$ cat config.mk
export PLATFORM = sky130hd
export DESIGN_NAME = xoodyak_sequencer_flat
export DESIGN_NICKNAME = d
export VERILOG_FILES = /design/src/rtl/xoodyak_sequencer_if.sv /design/src/rtl/xoodyak_sequencer.sv /design/src/flat_wrapper.sv
export SDC_FILE = /design/constraint.sdc
export NUM_CORES = 1
export LEC_CHECK = 0
export ABC_AREA = 1
export CORE_AREA = 2 2 282 284
export DETAILED_ROUTE_END_ITERATION = 10
export DIE_AREA = 0 0 284 286
export SYNTH_ARGS = -nofsm -noshare
export SYNTH_HDL_FRONTEND = slang
export SYNTH_SLANG_ARGS = --single-unit
$ cat constraint.sdc
create_clock -name eph1 -period 35.4 [get_ports eph1]
set_clock_uncertainty 0.05 [all_clocks]
set_input_delay 3.54 -clock eph1 [delete_from_list [all_inputs] [get_ports eph1]]
set_output_delay 3.54 -clock eph1 [all_outputs]
set_load 0.05 [all_outputs]
$ cat src/rtl/xoodyak_sequencer_if.sv
// Command, block-stream and core-drive bundle between a command source and xoodyak_sequencer.
// master = command/stream source side, slave = sequencer side.
interface xoodyak_sequencer_if #(
    parameter int DATA_W = 352
);
    logic              cmd_valid;
    logic              cmd_ready;
    logic [1:0]        cmd_mode;
    logic [3:0]        cmd_ad_blocks;
    logic [3:0]        cmd_txt_blocks;
    logic              data_valid;
    logic              data_ready;
    logic [DATA_W-1:0] data_in;
    logic [4:0]        core_opmode;
    logic [DATA_W-1:0] core_data;
    logic              busy;
    logic              done;

    modport master (
        output cmd_valid, cmd_mode, cmd_ad_blocks, cmd_txt_blocks, data_valid, data_in,
        input  cmd_ready, data_ready, core_opmode, core_data, busy, done
    );

    modport slave (
        input  cmd_valid, cmd_mode, cmd_ad_blocks, cmd_txt_blocks, data_valid, data_in,
        output cmd_ready, data_ready, core_opmode, core_data, busy, done
    );
endinterface

$ cat src/rtl/xoodyak_sequencer.sv
// Sequences one keyed encrypt/decrypt or hash transaction into xoodyak_build opmodes, each held OP_CLKS cycles.
// Data ops cost OP_CLKS+1 cycles (one LOAD handshake cycle); LOAD waits indefinitely on data_valid, no timeout.
module xoodyak_sequencer #(
    parameter int OP_CLKS = 12,
    parameter int DATA_W  = 352
) (
    input logic                eph1,
    input logic                reset,
    xoodyak_sequencer_if.slave bus
);
    localparam logic [7:0] SLOT_LAST = 8'(OP_CLKS - 1);

    typedef enum logic [1:0] {S_IDLE, S_LOAD, S_ISSUE} state_t;
    typedef enum logic [2:0] {P_KEY, P_NONCE, P_AD, P_TXT, P_TAG, P_HINIT} phase_t;

    state_t            state_q, state_d;
    phase_t            phase_q, phase_d;
    logic [7:0]        slot_q, slot_d;
    logic [3:0]        ad_q, ad_d, txt_q, txt_d;
    logic [3:0]        ad_left, txt_left;
    logic              hash_q, hash_d, dec_q, dec_d, done_q, done_d;
    logic [DATA_W-1:0] data_q, data_d;
    logic              cmd_hash;
    logic [3:0]        func;

    // Reserved mode 3 runs as a hash.
    assign cmd_hash = (bus.cmd_mode == 2'd0) || (bus.cmd_mode == 2'd3);

    always_ff @(posedge eph1 or posedge reset) begin
        if (reset) begin
            state_q <= S_IDLE;
            phase_q <= P_KEY;
            slot_q  <= '0;
            ad_q    <= '0;
            txt_q   <= '0;
            hash_q  <= 1'b0;
            dec_q   <= 1'b0;
            done_q  <= 1'b0;
            data_q  <= '0;
        end else begin
            state_q <= state_d;
            phase_q <= phase_d;
            slot_q  <= slot_d;
            ad_q    <= ad_d;
            txt_q   <= txt_d;
            hash_q  <= hash_d;
            dec_q   <= dec_d;
            done_q  <= done_d;
            data_q  <= data_d;
        end
    end

    always_comb begin
        state_d  = state_q;
        phase_d  = phase_q;
        slot_d   = slot_q;
        ad_d     = ad_q;
        txt_d    = txt_q;
        hash_d   = hash_q;
        dec_d    = dec_q;
        done_d   = 1'b0;
        data_d   = data_q;
        // Remaining block counts once the current op retires; never wrap below zero.
        ad_left  = (phase_q == P_AD  && ad_q  != 4'd0) ? ad_q  - 4'd1 : ad_q;
        txt_left = (phase_q == P_TXT && txt_q != 4'd0) ? txt_q - 4'd1 : txt_q;
        case (state_q)
            S_IDLE: begin
                if (bus.cmd_valid) begin
                    hash_d = cmd_hash;
                    dec_d  = (bus.cmd_mode == 2'd2);
                    ad_d   = bus.cmd_ad_blocks;
                    txt_d  = cmd_hash ? 4'd0 : bus.cmd_txt_blocks;
                    slot_d = '0;
                    if (cmd_hash) begin
                        state_d = S_ISSUE;
                        phase_d = P_HINIT;
                        data_d  = '0;
                    end else begin
                        state_d = S_LOAD;
                        phase_d = P_KEY;
                    end
                end
            end
            S_LOAD: begin
                if (bus.data_valid) begin
                    data_d  = bus.data_in;
                    state_d = S_ISSUE;
                    slot_d  = '0;
                end
            end
            S_ISSUE: begin
                if (slot_q != SLOT_LAST) begin
                    slot_d = slot_q + 8'd1;
                end else begin
                    slot_d = '0;
                    ad_d   = ad_left;
                    txt_d  = txt_left;
                    if (phase_q == P_TAG) begin
                        state_d = S_IDLE;
                        done_d  = 1'b1;
                    end else if (phase_q == P_KEY) begin
                        state_d = S_LOAD;
                        phase_d = P_NONCE;
                    end else if (ad_left != 4'd0) begin
                        state_d = S_LOAD;
                        phase_d = P_AD;
                    end else if (txt_left != 4'd0) begin
                        state_d = S_LOAD;
                        phase_d = P_TXT;
                    end else begin
                        state_d = S_ISSUE;
                        phase_d = P_TAG;
                        data_d  = '0;
                    end
                end
            end
            default: state_d = S_IDLE;
        endcase
    end

    always_comb begin
        func = 4'h0;
        case (phase_q)
            P_KEY:   func = 4'h1;
            P_NONCE: func = 4'h2;
            P_AD:    func = 4'h3;
            P_TXT:   func = dec_q ? 4'h5 : 4'h4;
            P_TAG:   func = 4'h6;
            default: func = 4'h0;
        endcase
    end

    assign bus.cmd_ready   = (state_q == S_IDLE) && !reset;
    assign bus.data_ready  = (state_q == S_LOAD);
    assign bus.core_opmode = (state_q == S_ISSUE) ? {hash_q, func} : 5'h00;
    assign bus.core_data   = data_q;
    assign bus.busy        = (state_q != S_IDLE);
    assign bus.done        = done_q;
endmodule

$ cat src/flat_wrapper.sv
// flat-port wrapper written by rule: the top's interface ports become plain ports
module xoodyak_sequencer_flat 
#(
    parameter int OP_CLKS = 12,
    parameter int DATA_W  = 352
)
  (eph1, reset, bus_cmd_valid, bus_cmd_mode, bus_cmd_ad_blocks, bus_cmd_txt_blocks, bus_data_valid, bus_data_in, bus_cmd_ready, bus_data_ready, bus_core_opmode, bus_core_data, bus_busy, bus_done);
  xoodyak_sequencer_if #(.DATA_W(DATA_W)) bus_i ();
  input logic eph1;
  input logic reset;
  input wire logic [$bits(bus_i.cmd_valid)-1:0] bus_cmd_valid;
  input wire logic [$bits(bus_i.cmd_mode)-1:0] bus_cmd_mode;
  input wire logic [$bits(bus_i.cmd_ad_blocks)-1:0] bus_cmd_ad_blocks;
  input wire logic [$bits(bus_i.cmd_txt_blocks)-1:0] bus_cmd_txt_blocks;
  input wire logic [$bits(bus_i.data_valid)-1:0] bus_data_valid;
  input wire logic [$bits(bus_i.data_in)-1:0] bus_data_in;
  output wire logic [$bits(bus_i.cmd_ready)-1:0] bus_cmd_ready;
  output wire logic [$bits(bus_i.data_ready)-1:0] bus_data_ready;
  output wire logic [$bits(bus_i.core_opmode)-1:0] bus_core_opmode;
  output wire logic [$bits(bus_i.core_data)-1:0] bus_core_data;
  output wire logic [$bits(bus_i.busy)-1:0] bus_busy;
  output wire logic [$bits(bus_i.done)-1:0] bus_done;
  assign bus_i.cmd_valid = bus_cmd_valid;
  assign bus_i.cmd_mode = bus_cmd_mode;
  assign bus_i.cmd_ad_blocks = bus_cmd_ad_blocks;
  assign bus_i.cmd_txt_blocks = bus_cmd_txt_blocks;
  assign bus_i.data_valid = bus_data_valid;
  assign bus_i.data_in = bus_data_in;
  assign bus_cmd_ready = bus_i.cmd_ready;
  assign bus_data_ready = bus_i.data_ready;
  assign bus_core_opmode = bus_i.core_opmode;
  assign bus_core_data = bus_i.core_data;
  assign bus_busy = bus_i.busy;
  assign bus_done = bus_i.done;
  xoodyak_sequencer #(.OP_CLKS(OP_CLKS), .DATA_W(DATA_W)) u_core (.eph1(eph1), .reset(reset), .bus(bus_i));
endmodule
======== After elaboration in Yosys (flattened, before gate mapping) ========
Index checks and enable logic that the tools add are counted.
operators by class
  add/sub/neg operators ................... 3
  eq/ne operators ......................... 17
  multiplexer cells ....................... 45
  reductions and logical operators ........ 21
operators by type and width
  cell                                                                 number
  352-bit 2-to-1 mux                                                   8
  352-bit one-hot mux with 3 select lines                              1
  4-bit 2-to-1 mux                                                     7
  8-bit 2-to-1 mux                                                     3
  8-bit one-hot mux with 3 select lines                                1
  3-bit 2-to-1 mux                                                     7
  4-bit one-hot mux with 5 select lines                                1
  2-bit 2-to-1 mux                                                     8
  4-bit one-hot mux with 2 select lines                                2
  4-bit nonzero test                                                   4
  2-bit != test (second input constant)                                7
  3-bit AND reduction                                                  3
  9-bit AND reduction                                                  1
  8-bit by 1-bit adder with 8-bit output (second input constant)       1
  8-bit by 4-bit != test with 1-bit output (second input constant)     1
  4-bit by 1-bit subtractor with 4-bit output (second input constant)  2
  2-bit == test (second input constant)                                3
  3-bit by 2-bit == test with 1-bit output (second input constant)     2
  2-bit one-hot mux with 3 select lines                                1
  3-bit one-hot mux with 2 select lines                                1
  5-bit 2-to-1 mux                                                     1
  2-bit zero test                                                      2
  1-bit 2-to-1 mux                                                     4
  4-bit AND reduction                                                  1
  11 further kinds                                                     14
word-level totals
  flip-flop bits (word level) ............. 376
  bits of input ports ..................... 366
  output and inout bits ................... 361
  word-level logic and storage cells ...... 95

======== Logic depth before layout (Yosys ltp) ========
Gate-level depths: netlist of the first run.
  depth in word-level cells ............... 10
  mapped depth ............................ 18
  gate-level depth less buffers ........... 15

======== Worst setup path before layout of the first run ========
Ideal clock, no wire load.
  path type ............................... in2out
  from .................................... input reset
  to ...................................... output bus_cmd_ready
  data arrival time ....................... 4.194 ns
  required time ........................... 31.810 ns
  slack ................................... 27.616 ns
  cell stages on the path ................. 1
  cell sequence ........................... nor2_1
between the ends
  longest elaborated chain between the ends .. 2
RTL lines
  what                       line                      text
  start, declared            flat_wrapper.sv:10        input logic reset;
  1-bit zero test (no line)  --
  1-bit logical AND          xoodyak_sequencer.sv:133  assign bus.cmd_ready = (state_q == S_IDLE) && !reset;
  end, declared              flat_wrapper.sv:17        output wire logic [$bits(bus_i.cmd_ready)-1:0] bus_cmd_ready;
Every way passes these cells.

======== Worst setup path after layout of the first run ========
Ends and elaborated chain as after synthesis.

==> results.py, run 1 <==
metrics = {
    "clock_tree": {
        "cts_hold_buf": 0,
        "postCtsSetupRepairBufs": 0,
        "cts_tree": "yes",
        "numCtsBuffers": 45,
        "clkTransAtPathRegs_ns": 0.05,
        "htree_levels": 2,
        "clock_sinks": 376,
        "root_buffer": "clkbuf_16",
        "insertion_delay_ns": 0.55,
        "clock_tree.buffer_depth": 3,
        "ctsResizeCount": 0,
    },
    "sta": {
        "final-setup-viol-count": 0,
        "rsz0062_at_grt": "false",
        "maxSlewHeadroom_pct": 33.33,
        "timing.fmax_mhz": 116.4,
        "final_max_slew_viol_count": 0,
        "setup_tns_ns": 0,
        "min_period_ns": 8.588,
        "period_share_pct": 24.26,
        "max_slew.worst_pin.slew_ns": 1.000,
        "hold_violations": 0,
    },
    "placed_design": {
        "place.gp.congestion": 0.7900,
        "dp_hpwl_mm": 38.65,
        "place.port_buffers": 725,
        "dp_cells": 3429,
    },
    "worst_setup_path": {
        "cp_max_fo": 2,
        "r2r_start": "u_core.state_q[0]$_DFFE_PP0P_",
        "start_kind": "primary input",
        "crit_family": "buffers and inverters",
        "worst-setup-path-type": "in2out",
        "cp_data_required_time_ns": 31.81,
        "timing.rr.end": "u_core.bus.core_data[275]$_DFFE_PP0P_",
        "critPathArrivalTime_ns": 5.00,
        "cpPeakStageDelay_ns": 0.80,
        "path_cells": "clkdlybuf4s50_1, nor2_1, clkdlybuf4s50_1",
        "rrSetupSlack_ns": 31.31,
        "critical_path_buf_inv_count": 2,
        "critical_path_depth": 3,
        "rr_worst_depth": 10,
        "end_kind": "primary output",
        "crit_slowest_cell": "clkdlybuf4s50_1",
        "cpMostUsedCell": "clkdlybuf4s50_1",
    },
    "route": {
        "wl_met1_mm": 22.92,
        "detail-route-antenna-nets": 0,
        "wl_met2_mm": 26.90,
        "wire_per_inst_um": 15.91,
        "top_layer": "met5",
        "num_vias": 14370,
        "drtPass1Iterations": 4,
        "drtIter0Drc": 684,
        "via_per_inst": 4.098,
        "dr_wl_met3_mm": 4.637,
        "drc": 0,
        "drt_wl_total_mm": 55.80,
    },
    "logic_synthesis": {
        "synth_edf_count": 0,
        "syn_area_mm2": 0.01543,
        "yosysSeqAreaShare_pct": 60.99,
        "synthAdderAreaFrac_pct": 0.3244,
        "synth_cells": 1759,
        "synth_nets": 2129,
        "yosys_warnings": 0,
        "synth_area_leaders": "dfrtp_1, nand2_1, nand3_1",
        "synth_area_per_cell_um2": 8.770,
        "synth_top_cell_area_share_pct": 60.99,
        "async_reset_ff_share_pct": 100.0,
        "synth_xor_area_share_pct": 0.05677,
        "yosysMostFrequentCell": "nand2_1",
        "yosys.area.top_type": "dfrtp_1",
        "synth_mux_area_share_pct": 0.07299,
        "synth_top_family_by_area": "simple AND/OR/NAND/NOR gates",
        "ys.flop_type": "dfrtp_1",
        "synth-seq-cells": 376,
        "synth_compound_area_share_pct": 1.217,
        "synth_simple_gate_area_share_pct": 32.15,
        "synth.distinct_cells": 34,
        "ys_top_cells_by_count": "nand2_1, dfrtp_1, nand3_1",
    },
    "floorplanning": {
        "initial_core_util_pct": 19.69,
        "io-pin-count": 727,
        "die-height_um": 286,
        "rows": 103,
        "die-area_mm2": 0.08122,
        "coreArea_mm2": 0.07836,
        "die_x_um": 284,
    },
    "pwr": {
        "p_per_area_mw_per_mm2": 102.6,
        "ir_drop_mv": 0.05929,
        "p_leak_nw": 11.94,
    },
    "cells_and_area": {
        "stdcell_count": 3507,
        "antenna_cells": 0,
        "final_net_count": 2796,
        "syn_to_final_growth_pct": 62.10,
        "drive_gt1_share_pct": 4.355,
        "nFillCells": 8308,
        "final_util_pct": 31.92,
    },
    "grt": {
        "gr-total-overflow": 0,
        "grt_pass1_vias": 14306,
        "antenna_found_initial": 3,
        "grt_start_max_net_pins": 127,
        "track_usage_pct": 13.20,
        "grt_pass1_wl_mm": 85.94,
    },
    "worst_hold_path": {
        "hp-start": "u_core.bus.core_data[198]$_DFFE_PP0P_",
        "holdPathEnd": "u_core.bus.core_data[198]$_DFFE_PP0P_",
        "hp-class": "reg2reg",
        "min_path_cells": 2,
    },
    "run": {
        "max_cap_violations": 0,
    },
    "status": {
        "status": "completed",
    },
}
[layout by cell type, fill, tap and decap left out, types with 11 or more instances in the layout]
cell             netlist  routed
buf_4                  3      16
clkbuf_1              64      11
clkbuf_16              0      47
clkdlybuf4s50_1        0     725
dfrtp_1              376     376
inv_1                 28      26
nand2_1              763     762
nand3_1              369     369
nor2_1                29      29
o21ai_0               13      13
[cell families (layout without fill, tap and decap cells)]
family / after synthesis / count (layout)
AOI/OAI and AO/OA: 33 / 33
DFF: 376 / 376
xor gates and xnor gates: 1 / 1
adders and majority gates: 4 / 4
buffers and inverters: 160 / 858
muxes: 1 / 1
other: 1 / 1
and+or+nand+nor: 1183 / 1183
[stage by stage]
stage / worst slack, ns / total power (W) / area, µm² / hold slack (ns)
3_3_place_gp: 26.80 / 0.002112 / 23520 / 0.4024
6_report: 26.81 / 0.002566 / 25010 / 0.4148
3_5_place_dp: 26.81 / 0.002118 / 23520 / 0.4072
5_1_grt: 26.78 / 0.002717 / 25010 / 0.4334
2_1_floorplan: 21.37 / 0.001636 / 15430 / 0.4030
4_1_cts: 26.81 / 0.002606 / 25010 / 0.4216
[worst max path at each step]
stage	start	endpoint
2_1_floorplan	reset	u_core.ad_q[0]$_DFFE_PP0P_
3_3_place_gp	reset	bus_cmd_ready
3_5_place_dp	reset	bus_cmd_ready
4_1_cts	reset	bus_cmd_ready
5_1_grt	reset	bus_cmd_ready
6_report	reset	bus_cmd_ready
[power breakdown]
part | internal, W | leakage, nW | total [W] | switching, W
Clock | 0.000283 | 0.721 | 0.000471 | 0.000188
Sequential | 0.000593 | 5.03 | 0.000683 | 0.0000900
Combinational | 0.000407 | 6.19 | 0.00141 | 0.00101
Total | 0.00128 | 11.9 | 0.00257 | 0.00128
[sequential cells by signal, indices dropped and copies added, names as in the netlist]
| register | flops |
|---|---|
| u_core.hash_q | 1 |
| u_core.bus.done | 1 |
| u_core.dec_q | 1 |
| u_core.state_q | 2 |
| u_core.txt_q | 4 |
| u_core.phase_q | 3 |
| u_core.bus.core_data | 352 |
| u_core.slot_q | 8 |
| u_core.ad_q | 4 |
[area by class of cell]
class	count	area [µm²]	area share (%)
Timing Repair Buffer	742	7397	29.58
Clock inverter	11	148.9	0.5954
Tap cell	1050	1314	5.253
Multi-Input combinational cell	1223	5240	20.95
Inverter	38	157.7	0.6304
Clock buffer	67	1341	5.364
Sequential cell	376	9409	37.62
[tightest hold or removal path: cells and delay by family (launching register included)]
family,cells,cell delay [ns]
flip-flops,1,0.33
AND/OR/NAND/NOR,2,0.10
[routing by layer]
layer	up-vias	global-route usage, %
li1	6961	-
met2	526	21.92
met5	-	0
met4	4	3.829
met1	6800	16.44
met3	79	4.139
Note: power is estimated with default switching activity, not from simulation.
==> run 2, diff against run 1 <==
- clock period: 35.4 -> 7.95 ns (I/O delays scaled with it)
==> run 2 against run 1 <==
Net effect:
- the flow now finishes with violations (slew limit)
- clock-buffer cell count is 3 lower
- worst hold slack improved by 0.0011 ns
- utilization up 0.086 points
- power increased to 4.5 times the previous value
- critical endpoint is now bus_data_ready
- largest power group unchanged
==> results.py, run 2 (synthesized netlist as in run 1, its figures left out) <==
metrics = {
    "route": {
        "wire_per_inst_um": 15.78,
        "via_per_inst": 4.105,
        "drt_wl_total_mm": 55.42,
        "drc": 0,
        "detail-route-antenna-nets": 0,
        "drtPass1Iterations": 5,
        "drtIter0Drc": 761,
        "num_vias": 14420,
    },
    "worst_hold_path": {
        "hp-class": "reg2reg",
    },
    "grt": {
        "met2_usage_pct": 21.75,
        "top_usage_layer": "met2",
        "gr-total-overflow": 0,
        "track_usage_pct": 13.09,
        "use_met3_pct": 4.761,
        "grt_pass1_wl_mm": 85.63,
        "grt_start_max_net_pins": 218,
        "grt_pass1_vias": 14609,
        "antenna_found_initial": 3,
        "grtUsageMet1_pct": 15.61,
    },
    "status": {
        "status": "complete, but fails checks",
        "violations": "slew limit",
    },
    "sta": {
        "timing.fmax_mhz": 237.6,
        "final-setup-viol-count": 0,
        "period_share_pct": 52.94,
        "min_period_ns": 4.209,
        "rsz0062_at_grt": "false",
        "maxSlewHeadroom_pct": -7.757,
        "max_slew.worst_pin.slew_ns": 1.616,
        "finalHoldWorstSlack_ns": 0.4159,
        "hold_violations": 0,
        "final_max_slew_viol_count": 93,
        "setup_tns_ns": 0,
    },
    "clock_tree": {
        "postCtsSetupRepairBufs": 0,
        "ctsResizeCount": 0,
        "clock_tree.buffer_depth": 3,
        "numCtsBuffers": 45,
        "htree_levels": 2,
        "root_buffer": "clkbuf_16",
        "cts_hold_buf": 0,
        "clkTransAtPathRegs_ns": 0.06,
        "insertion_delay_ns": 0.56,
        "cts_tree": "yes",
        "clock_sinks": 376,
    },
    "pwr": {
        "p_per_area_mw_per_mm2": 458.0,
        "p_leak_nw": 11.96,
        "ir_drop_mv": 0.3432,
    },
    "cells_and_area": {
        "final_net_count": 2793,
        "final_common_cell": "nand2_1",
        "syn_to_final_growth_pct": 62.54,
        "stdcell_count": 3513,
        "stdcell_area_mm2": 0.02508,
        "drive_gt1_share_pct": 4.634,
        "layout_common_cells": "nand2_1, clkdlybuf4s50_1, dfrtp_1, nand3_1, clkbuf_16",
        "largest_reg_flops": 352,
    },
    "placed_design": {
        "dp_cells": 3426,
        "placed_area_mm2": 0.02352,
        "place.port_buffers": 725,
        "place.gp.congestion": 0.7943,
        "dp_hpwl_mm": 38.11,
    },
    "worst_setup_path": {
        "cp_data_required_time_ns": 7.11,
        "start_kind": "flop",
        "critPathArrivalTime_ns": 3.36,
        "cp_max_fo": 123,
        "end_kind": "primary output",
        "worst-setup-path-type": "reg2out",
    },
    "run": {
        "max_cap_violations": 0,
    },
    "floorplanning": {
        "die-area_mm2": 0.08122,
        "io-pin-count": 727,
        "die_x_um": 284,
        "initial_core_util_pct": 19.69,
        "coreArea_mm2": 0.07836,
        "rows": 103,
        "die-height_um": 286,
    },
}
[run 2: changes by cell type in the layout (fill, tap and decap cells not counted), moves of 3 or more]
cell / delta
buf_4: -5
clkbuf_1: -4
clkinv_2: +3
clkinvlp_4: +5
diode_2: +3
[run 2: report_power, final]
part | internal, W | switching, W | leakage [nW]
Sequential | 0.00264 | 0.000417 | 5.03
Clock | 0.00128 | 0.000868 | 0.745
Combinational | 0.00182 | 0.00447 | 6.18
Total | 0.00573 | 0.00575 | 12.0
[run 2: metal layers]
metal	vias up	part of all wire [%]	wire [µm]
li1	6969	-	-
met1	6800	40	22310
met2	562	48	26490
met3	89	9.2	5123
met4	0	2.7	1504
met5	-	0	0
[run 2: layout make-up]
cell class	instances	area, µm²
antenna	3	7.507
multi-input combinational	1223	5240
inverter	38	153.9
timing repair buffer	739	7400
clock inverter	20	211.5
sequential	376	9409
clock buffer	64	1340
fill	8267	53280
tap	1050	1314
[run 2: critical path, stage by stage (launching register included)]
cell and delay (ns):
dfrtp_1 0.39, inv_1 0.09, nand2_1 0.14, inv_8 0.43, buf_4 0.76, clkdlybuf4s50_1 0.95
[run 2: final timing paths]
check	depth (start not counted)	end	slack, ns	from
min reg2reg	2	u_core.bus.core_data[172]$_DFFE_PP0P_	0.42	u_core.bus.core_data[172]$_DFFE_PP0P_
max in group asynchronous	4	u_core.bus.core_data[251]$_DFFE_PP0P_	5.52	reset
max reg2reg	9	u_core.bus.core_data[19]$_DFFE_PP0P_	4.15	u_core.state_q[0]$_DFFE_PP0P_
min in group asynchronous	3	u_core.bus.done$_DFF_PP0_	0.74	reset
min	2	u_core.bus.core_data[172]$_DFFE_PP0P_	0.42	u_core.bus.core_data[172]$_DFFE_PP0P_
max	5	bus_data_ready	3.74	u_core.state_q[1]$_DFFE_PP0P_
[run 2: stage by stage]
stage | utilization [%] | total power (W) | setup WS (ns)
after detailed placement | 30.01 | 0.009413 | 4.123
final | 32.00 | 0.01148 | 3.741
after CTS | 31.99 | 0.01164 | 3.561
after floorplan | - | 0.007285 | 2.055
after global placement | 30.01 | 0.009391 | 4.126
after global routing | 32.00 | 0.01214 | 3.444
